File: config.mk
export PLATFORM = sky130hd
export DESIGN_NAME = execute_issue_controller
export DESIGN_NICKNAME = d
export VERILOG_FILES = /design/src/rtl/execute_issue_controller.sv
export SDC_FILE = /design/constraint.sdc
export NUM_CORES = 1
export LEC_CHECK = 0
export BUFFER_PORTS_ARGS = -buffer_cell sky130_fd_sc_hd__buf_2
export CAP_MARGIN = 15
export CORE_MARGIN = 4
export CORE_UTILIZATION = 56
export DETAILED_ROUTE_END_ITERATION = 10
export PLACE_DENSITY = 0.89
export SYNTH_ARGS = -nofsm -noshare
export SYNTH_HDL_FRONTEND = slang
export SYNTH_SLANG_ARGS = --single-unit
File: constraint.sdc
create_clock -name clk -period 5 [get_ports clk]
set_input_delay 0.25 -clock clk [delete_from_list [all_inputs] [get_ports clk]]
set_output_delay 0.25 -clock clk [all_outputs]
set_load 0.01 [all_outputs]
File: src/rtl/execute_issue_controller.sv
// Issue-stage controller: one-entry issue register between decode and the
// execution unit, with a per-register busy scoreboard that stalls on RAW and
// WAW hazards against in-flight results. Writeback clears busy bits and
// bypasses the scoreboard in the same cycle; flush drops the held instruction.
module execute_issue_controller #(
  parameter int REG_COUNT  = 32,
  parameter int REG_ADDR_W = 5,
  parameter int INSTR_W    = 32
) (
  input  logic                  clk,
  input  logic                  reset_n,
  input  logic                  in_valid,
  output logic                  in_ready,
  input  logic [INSTR_W-1:0]    in_instruction,
  input  logic [REG_ADDR_W-1:0] in_rs1,
  input  logic [REG_ADDR_W-1:0] in_rs2,
  input  logic                  in_uses_rs1,
  input  logic                  in_uses_rs2,
  input  logic [REG_ADDR_W-1:0] in_rd,
  input  logic                  in_writes_rd,
  output logic                  out_valid,
  input  logic                  out_ready,
  output logic [INSTR_W-1:0]    out_instruction,
  output logic [REG_ADDR_W-1:0] out_rs1,
  output logic [REG_ADDR_W-1:0] out_rs2,
  output logic [REG_ADDR_W-1:0] out_rd,
  output logic                  out_writes_rd,
  input  logic                  wb_valid,
  input  logic [REG_ADDR_W-1:0] wb_rd,
  input  logic                  flush,
  output logic [REG_COUNT-1:0]  busy,
  output logic [31:0]           stall_count
);

  localparam logic [REG_ADDR_W-1:0] ZERO_IDX = {REG_ADDR_W{1'b0}};

  logic [REG_COUNT-1:0]  busy_r;
  logic                  out_valid_r;
  logic [INSTR_W-1:0]    out_instruction_r;
  logic [REG_ADDR_W-1:0] out_rs1_r;
  logic [REG_ADDR_W-1:0] out_rs2_r;
  logic [REG_ADDR_W-1:0] out_rd_r;
  logic                  out_writes_rd_r;
  logic [31:0]           stall_count_r;

  logic [REG_COUNT-1:0]  wb_clr_s;
  logic [REG_COUNT-1:0]  flush_clr_s;
  logic [REG_COUNT-1:0]  set_s;
  logic [REG_COUNT-1:0]  eff_busy_s;
  logic [REG_COUNT-1:0]  busy_nxt_s;
  logic                  hazard_s;
  logic                  in_ready_s;
  logic                  accept_s;
  logic                  stall_inc_s;
  logic                  out_valid_nxt_s;

  // Writeback clear mask; also forms the same-cycle bypass view of the scoreboard.
  always_comb begin
    wb_clr_s = {REG_COUNT{1'b0}};
    if (wb_valid) begin
      wb_clr_s[wb_rd] = 1'b1;
    end else begin
      wb_clr_s = {REG_COUNT{1'b0}};
    end
    eff_busy_s = busy_r & ~wb_clr_s;
  end

  // Hazard detection against effective busy; x0 never matches.
  always_comb begin
    hazard_s = (in_uses_rs1  & (in_rs1 != ZERO_IDX) & eff_busy_s[in_rs1]) |
               (in_uses_rs2  & (in_rs2 != ZERO_IDX) & eff_busy_s[in_rs2]) |
               (in_writes_rd & (in_rd  != ZERO_IDX) & eff_busy_s[in_rd]);
    in_ready_s  = ~flush & ~hazard_s & (~out_valid_r | out_ready);
    accept_s    = in_valid & in_ready_s;
    stall_inc_s = in_valid & hazard_s & ~flush;
  end

  // Scoreboard next state: writeback and flush clear, accept sets and wins.
  always_comb begin
    flush_clr_s = {REG_COUNT{1'b0}};
    set_s       = {REG_COUNT{1'b0}};
    if (flush && out_valid_r && out_writes_rd_r && (out_rd_r != ZERO_IDX)) begin
      flush_clr_s[out_rd_r] = 1'b1;
    end else begin
      flush_clr_s = {REG_COUNT{1'b0}};
    end
    if (accept_s && in_writes_rd && (in_rd != ZERO_IDX)) begin
      set_s[in_rd] = 1'b1;
    end else begin
      set_s = {REG_COUNT{1'b0}};
    end
    busy_nxt_s = (busy_r & ~wb_clr_s & ~flush_clr_s) | set_s;
  end

  // Issue register occupancy: EMPTY/FULL transitions.
  always_comb begin
    if (flush) begin
      out_valid_nxt_s = 1'b0;
    end else if (accept_s) begin
      out_valid_nxt_s = 1'b1;
    end else if (out_ready) begin
      out_valid_nxt_s = 1'b0;
    end else begin
      out_valid_nxt_s = out_valid_r;
    end
  end

  // State update: scoreboard, issue register, stall counter.
  always_ff @(posedge clk) begin
    if (!reset_n) begin
      busy_r            <= {REG_COUNT{1'b0}};
      out_valid_r       <= 1'b0;
      out_instruction_r <= {INSTR_W{1'b0}};
      out_rs1_r         <= ZERO_IDX;
      out_rs2_r         <= ZERO_IDX;
      out_rd_r          <= ZERO_IDX;
      out_writes_rd_r   <= 1'b0;
      stall_count_r     <= 32'd0;
    end else begin
      busy_r      <= busy_nxt_s;
      out_valid_r <= out_valid_nxt_s;
      if (accept_s) begin
        out_instruction_r <= in_instruction;
        out_rs1_r         <= in_rs1;
        out_rs2_r         <= in_rs2;
        out_rd_r          <= in_rd;
        out_writes_rd_r   <= in_writes_rd;
      end
      if (stall_inc_s) begin
        stall_count_r <= stall_count_r + 32'd1;
      end
    end
  end

  assign in_ready        = in_ready_s;
  assign out_valid       = out_valid_r;
  assign out_instruction = out_instruction_r;
  assign out_rs1         = out_rs1_r;
  assign out_rs2         = out_rs2_r;
  assign out_rd          = out_rd_r;
  assign out_writes_rd   = out_writes_rd_r;
  assign busy            = busy_r;
  assign stall_count     = stall_count_r;

endmodule

# Word-level counts from Yosys, hierarchy flattened
# Index checks and enable logic that the tools add are counted.
# op_classes
order_cmp	8
bitwise_logic	23
reduce_logical	14
n_addsub	1
mux	17
# op_table
cell	count
$mux W32	3
$and A32 B32 Y32	2
$not A32 Y32	2
$add A32 B1 Y32 const B	1
$or A32 B32 Y32	1
$lt A5 B6 Y1 const B	5
$reduce_bool A5 Y1	4
$bmux W1 S5	3
$demux W1 S5	3
$ge A5 B1 Y1 const B	3
$and A1 B1 Y1	11
$logic_and A1 B1 Y1	8
$mux W1	8
$not A1 Y1	4
$or A1 B1 Y1	3
$reduce_bool A2 Y1	1
$reduce_or A2 Y1	1
# word_totals
wordCells	71
inputBits	61
out_inout_bits	114
register_bits	113

# Longest topological paths before layout
# depth
word_depth	20
mapped_depth	12
ltp_nobuf	8

# Least setup slack after synthesis
# OpenSTA, ideal clock, no wires.
# synth_path
kind	input to output
startpoint	input wb_rd[0]
endpoint	output in_ready
path_slack_ps	2328
cell_stages	9
t_required_ps	4750
arrival_time_ps	2422
path_cell_list	or2_1 -> clkbuf_1 -> o21ai_1 -> o221ai_1 -> and4_1 -> o311a_1 -> a41oi_1 -> clkbuf_1 -> and4b_1
# synth_between
elab_chain_cells	15
elab_cells_between_ends	22
# synth_lines
element	line	source
from (decl)	29	input logic [REG_ADDR_W-1:0] wb_rd,
$lt A5 B6 Y1 (implied by the code) / $ge A5 B1 Y1 (equally long branches)	61	wb_clr_s[wb_rd] = 1'b1;
$logic_and A1 B1 Y1 (implied by the code)	61	
$mux W1 (implied by the code)	61	
$demux W1 S5 *	61	
$mux W32 *	60	if (wb_valid) begin
$not A32 Y32 *	65	eff_busy_s = busy_r & ~wb_clr_s;
$and A32 B32 Y32 *	65	
$bmux W1 S5 (on tied branches)	70, 71	
$mux W1 (on tied branches)	70, 71	
$and A1 B1 Y1 (on tied branches)	70, 71	
$or A1 B1 Y1	70	hazard_s = (in_uses_rs1 & (in_rs1 != ZERO_IDX) & eff_busy_s[in_rs1]) |
$or A1 B1 Y1 *	71	(in_uses_rs2 & (in_rs2 != ZERO_IDX) & eff_busy_s[in_rs2]) |
$not A1 Y1 *	73	in_ready_s = ~flush & ~hazard_s & (~out_valid_r | out_ready);
$and A1 B1 Y1 * (2 in a row)	73	
to (decl)	13	output logic in_ready,
# Every way passes the cells marked *; elsewhere a longest branch is shown, timed or not. The select of a mux whose other input is x is not followed.

# Final worst setup path
# layout_path
startpoint	input wb_rd[3]
endpoint	output in_ready
# The elaborated chain is that of the path after synthesis.

==> impl_results.md <==
- Status: finished clean
- Post-CTS Hold Fix Bufs: 0
- Clock-pin slew on the worst setup and hold paths: 50 ps
- Final setup violation count: 0
- Number of remaining DRC errors: 0
- DRT Pass-1 Iters: 8
- H-tree levels: 4
- Die ar.: 0.01339 mm^2
- Pwr dens: 302.2 mW/mm^2
- Met2 wire len: 9401 um
- Num rows: 39
- Vias in the first global route: 6508
- Vias: 7008
- Required @ worst endpoint: 4750 ps
- Post-Synthesis Cell Area: 0.006497 mm^2
- Worst path most repeated cell: buf_2
- CTS tree: yes
- Setup TNS: 0 ps
- Ys async rst share: 0%
- Critical Path Sink Type: output port
- Die Y-Extent: 115.7 um
- Final hold violation count: 0
- Total Routing Usage GR: 30.08%
- Drt initial violations: 779
- Metal3 WL: 2541 um
- GRT Residual Overflow: 0
- RePlAce Congestion: 1.036
- Slew @ Worst Pin: 806.0 ps
- CP top delay family: compound AO/OA/AOI/OAI gates
- Initial Util: 57.15%
- Top Layer Used: met5
- Clock latency on the worst-skew pair: 400 ps
- ANT nets after route: 0
- Post-Synthesis Cells: 818
- Seq pwr share: 39.4%
- Net switching power: 600.2 uW
- Vias per cell: 6.336
- WP buf/inv: 3
- Clock buffer depth: 2
- Synth unique cells: 61
- Post-synthesis sequential area ratio: 34.82%
- Avg Cell Area, Syn: 7.943 um^2
- Crit path max fanout: 33
- Postcts setup bufs: 0
- Die extent in x: 115.7 um
- Critical path cell sequence: buf_2, nand4bb_1, o21ai_0, mux4_2, nor3_1, o311a_1, a41oi_2, buf_4, and4b_1, buf_2
- Hold path startpoint: flush
- Detailed-route wire length per cell: 18.79 um
- Finished Core Util: 69.67%
- Worst Hold Slack: 83.09 ps
- Initial antenna violation count: 1
- WP data arrival: 3130 ps
- Area Overhead vs Synth: 21.91%
- Slowest stage delay, CP: 600 ps
- P_leak: 0.003490 uW
- Commonest non-fill, non-tap cell in the layout: buf_2
- Slew headroom: 45.70%
- Final period utilization: 67.53%
- Pint: 1794 uW
- Post-Route WL: 20780 um
- Clk_skew: 8.468 ps
- Post-synth net total: 880
- Switching portion of total power: 25.07%
- Critical R2R Launch: busy[17]$_SDFF_PN0_
- Max-slew violation count: 0
- Dominant synthesized flop cell: dfxtp_1
- Unrepaired setup endpoints after global routing: no
- Setup crit start: wb_rd[3]
- N_diodes: 0
- Max Freq: 296.2 MHz
- Comb pwr share: 11.2%
- DRT met1 WL: 7839 um
- Total Power: 2394 uW
- Nets@finish: 1013
- Flops & latches, synth: 113
- CTS Buf Count: 17
- Final Critical Period: 3376 ps
- Clock share of power: 49.4%
- Clk root buf: clkbuf_16
- Layout cells sized above 1: 22.43%
- Max-capacitance violation count: 0
- Critical-path top delay cell: o21ai_0
- Pin count of the biggest net entering global routing: 61
- Commonest cells after routing, fill and taps aside: 173 x buf_2, 159 x nand2_1, 113 x dfxtp_1
- Worst Setup Path Type: in2out
- Port Buffers: 174
- CTS sink cnt: 113
- Critical path launch point type: input port
- Peak VDD IR: 0.1873 mV
- Synth Warn #: 0
- Number of enable flip-flop cells after synthesis: 0
- Core area: 0.01137 mm^2
- IO Pins: 175
- Worst min-delay path class: in2reg
- # resized after CTS: 0
- First-pass GRT wire length: 32190 um
- Detail Placement HPWL: 14660 um
[synthesized netlist by cell type (3+ instances only)]
cell | count | area share, %
or3_1 | 10 | 0.96
mux2i_1 | 93 | 14
o211ai_1 | 24 | 2.8
nor3b_1 | 4 | 0.46
o21a_1 | 6 | 0.69
nand4bb_1 | 3 | 0.52
a21oi_1 | 33 | 2.5
clkbuf_1 | 55 | 3.2
o311ai_0 | 3 | 0.40
nand4b_1 | 3 | 0.40
nor2_1 | 37 | 2.1
nor2b_1 | 7 | 0.67
o32ai_1 | 3 | 0.40
dfxtp_1 | 113 | 35
and3_1 | 8 | 0.77
buf_1 | 3 | 0.17
nand2_1 | 159 | 9.2
a2111oi_0 | 3 | 0.40
and4_1 | 5 | 0.67
buf_2 | 7 | 0.54
nand4_1 | 11 | 1.1
o21ai_0 | 39 | 3.0
nor3_1 | 8 | 0.62
o31ai_1 | 19 | 2.2
and2_1 | 5 | 0.48
nor4_1 | 3 | 0.29
o21ai_1 | 6 | 0.46
nand3_1 | 35 | 2.7
o2111ai_1 | 8 | 1.1
nand2b_1 | 34 | 3.3
nand3b_1 | 6 | 0.69
o41ai_1 | 13 | 1.8
a31oi_1 | 5 | 0.48
inv_1 | 9 | 0.52
a211oi_1 | 5 | 0.58
[layer usage]
metal / global-route usage (%) / up-vias
li1: - / 3243
met1: 37.99 / 3174
met2: 47.03 / 491
met3: 8.721 / 98
met4: 15.24 / 2
met5: 0 / -
[power by group through the flow]
stage / logic, uW / clock network, uW / registers [uW]
detailed placement: 261 / 0 / 962
floorplan: 163 / 0 / 968
CTS: 263 / 1190 / 943
global route: 289 / 1240 / 946
global placement: 258 / 0 / 960
finish: 268 / 1180 / 944
[flip-flops by register name, summed over array words and instances, names as in the netlist]
signal	cells
out_rs2	5
busy	32
out_rd	5
stall_count	32
out_valid	1
out_rs1	5
out_instruction	32
out_writes_rd	1
[logic make-up (layout without fill, tap and decap cells)]
group | after synthesis | after routing | synth area share (%)
flip-flops | 113 | 113 | 34.82
adder cells (fa/ha/maj) | 1 | 1 | 0.1925
buffers and inverters | 77 | 222 | 4.699
AND/OR/NAND/NOR | 348 | 348 | 26.27
AO/OA/AOI/OAI | 184 | 184 | 19.01
multiplexers | 95 | 95 | 15.02
[path summary, 6_finish.rpt]
kind	depth (start not counted)	endpoint	slack [ps]
worst max-delay path	10	in_ready	1620
worst min-delay path	2	out_valid$_SDFFE_PP0P_	80
worst max register to register	9	busy[24]$_SDFF_PN0_	2040
worst min register to register	2	out_instruction[0]$_SDFFE_PN0P_	450
[metrics by stage]
| step | instance area (um^2) | std cells | worst slack [ps] |
|---|---|---|---|
| after floorplan | 6497 | 818 | 2328 |
| after global placement | 7345 | 1075 | 1403 |
| after detailed placement | 7345 | 1075 | 1396 |
| after CTS | 7921 | 1106 | 1764 |
| after global routing | 7921 | 1106 | 1413 |
| final | 7921 | 1106 | 1624 |
[area by class of cell]
| cell class | count | area [um^2] |
|---|---|---|
| multi-input combinational | 628 | 3944 |
| tap | 143 | 178.9 |
| clock buffer | 20 | 436.7 |
| timing repair buffer | 180 | 918.4 |
| sequential | 113 | 2262 |
| clock inverter | 11 | 140.1 |
| fill | 897 | 3448 |
| inverter | 11 | 41.29 |
Note: power is estimated with default switching activity, not from simulation.
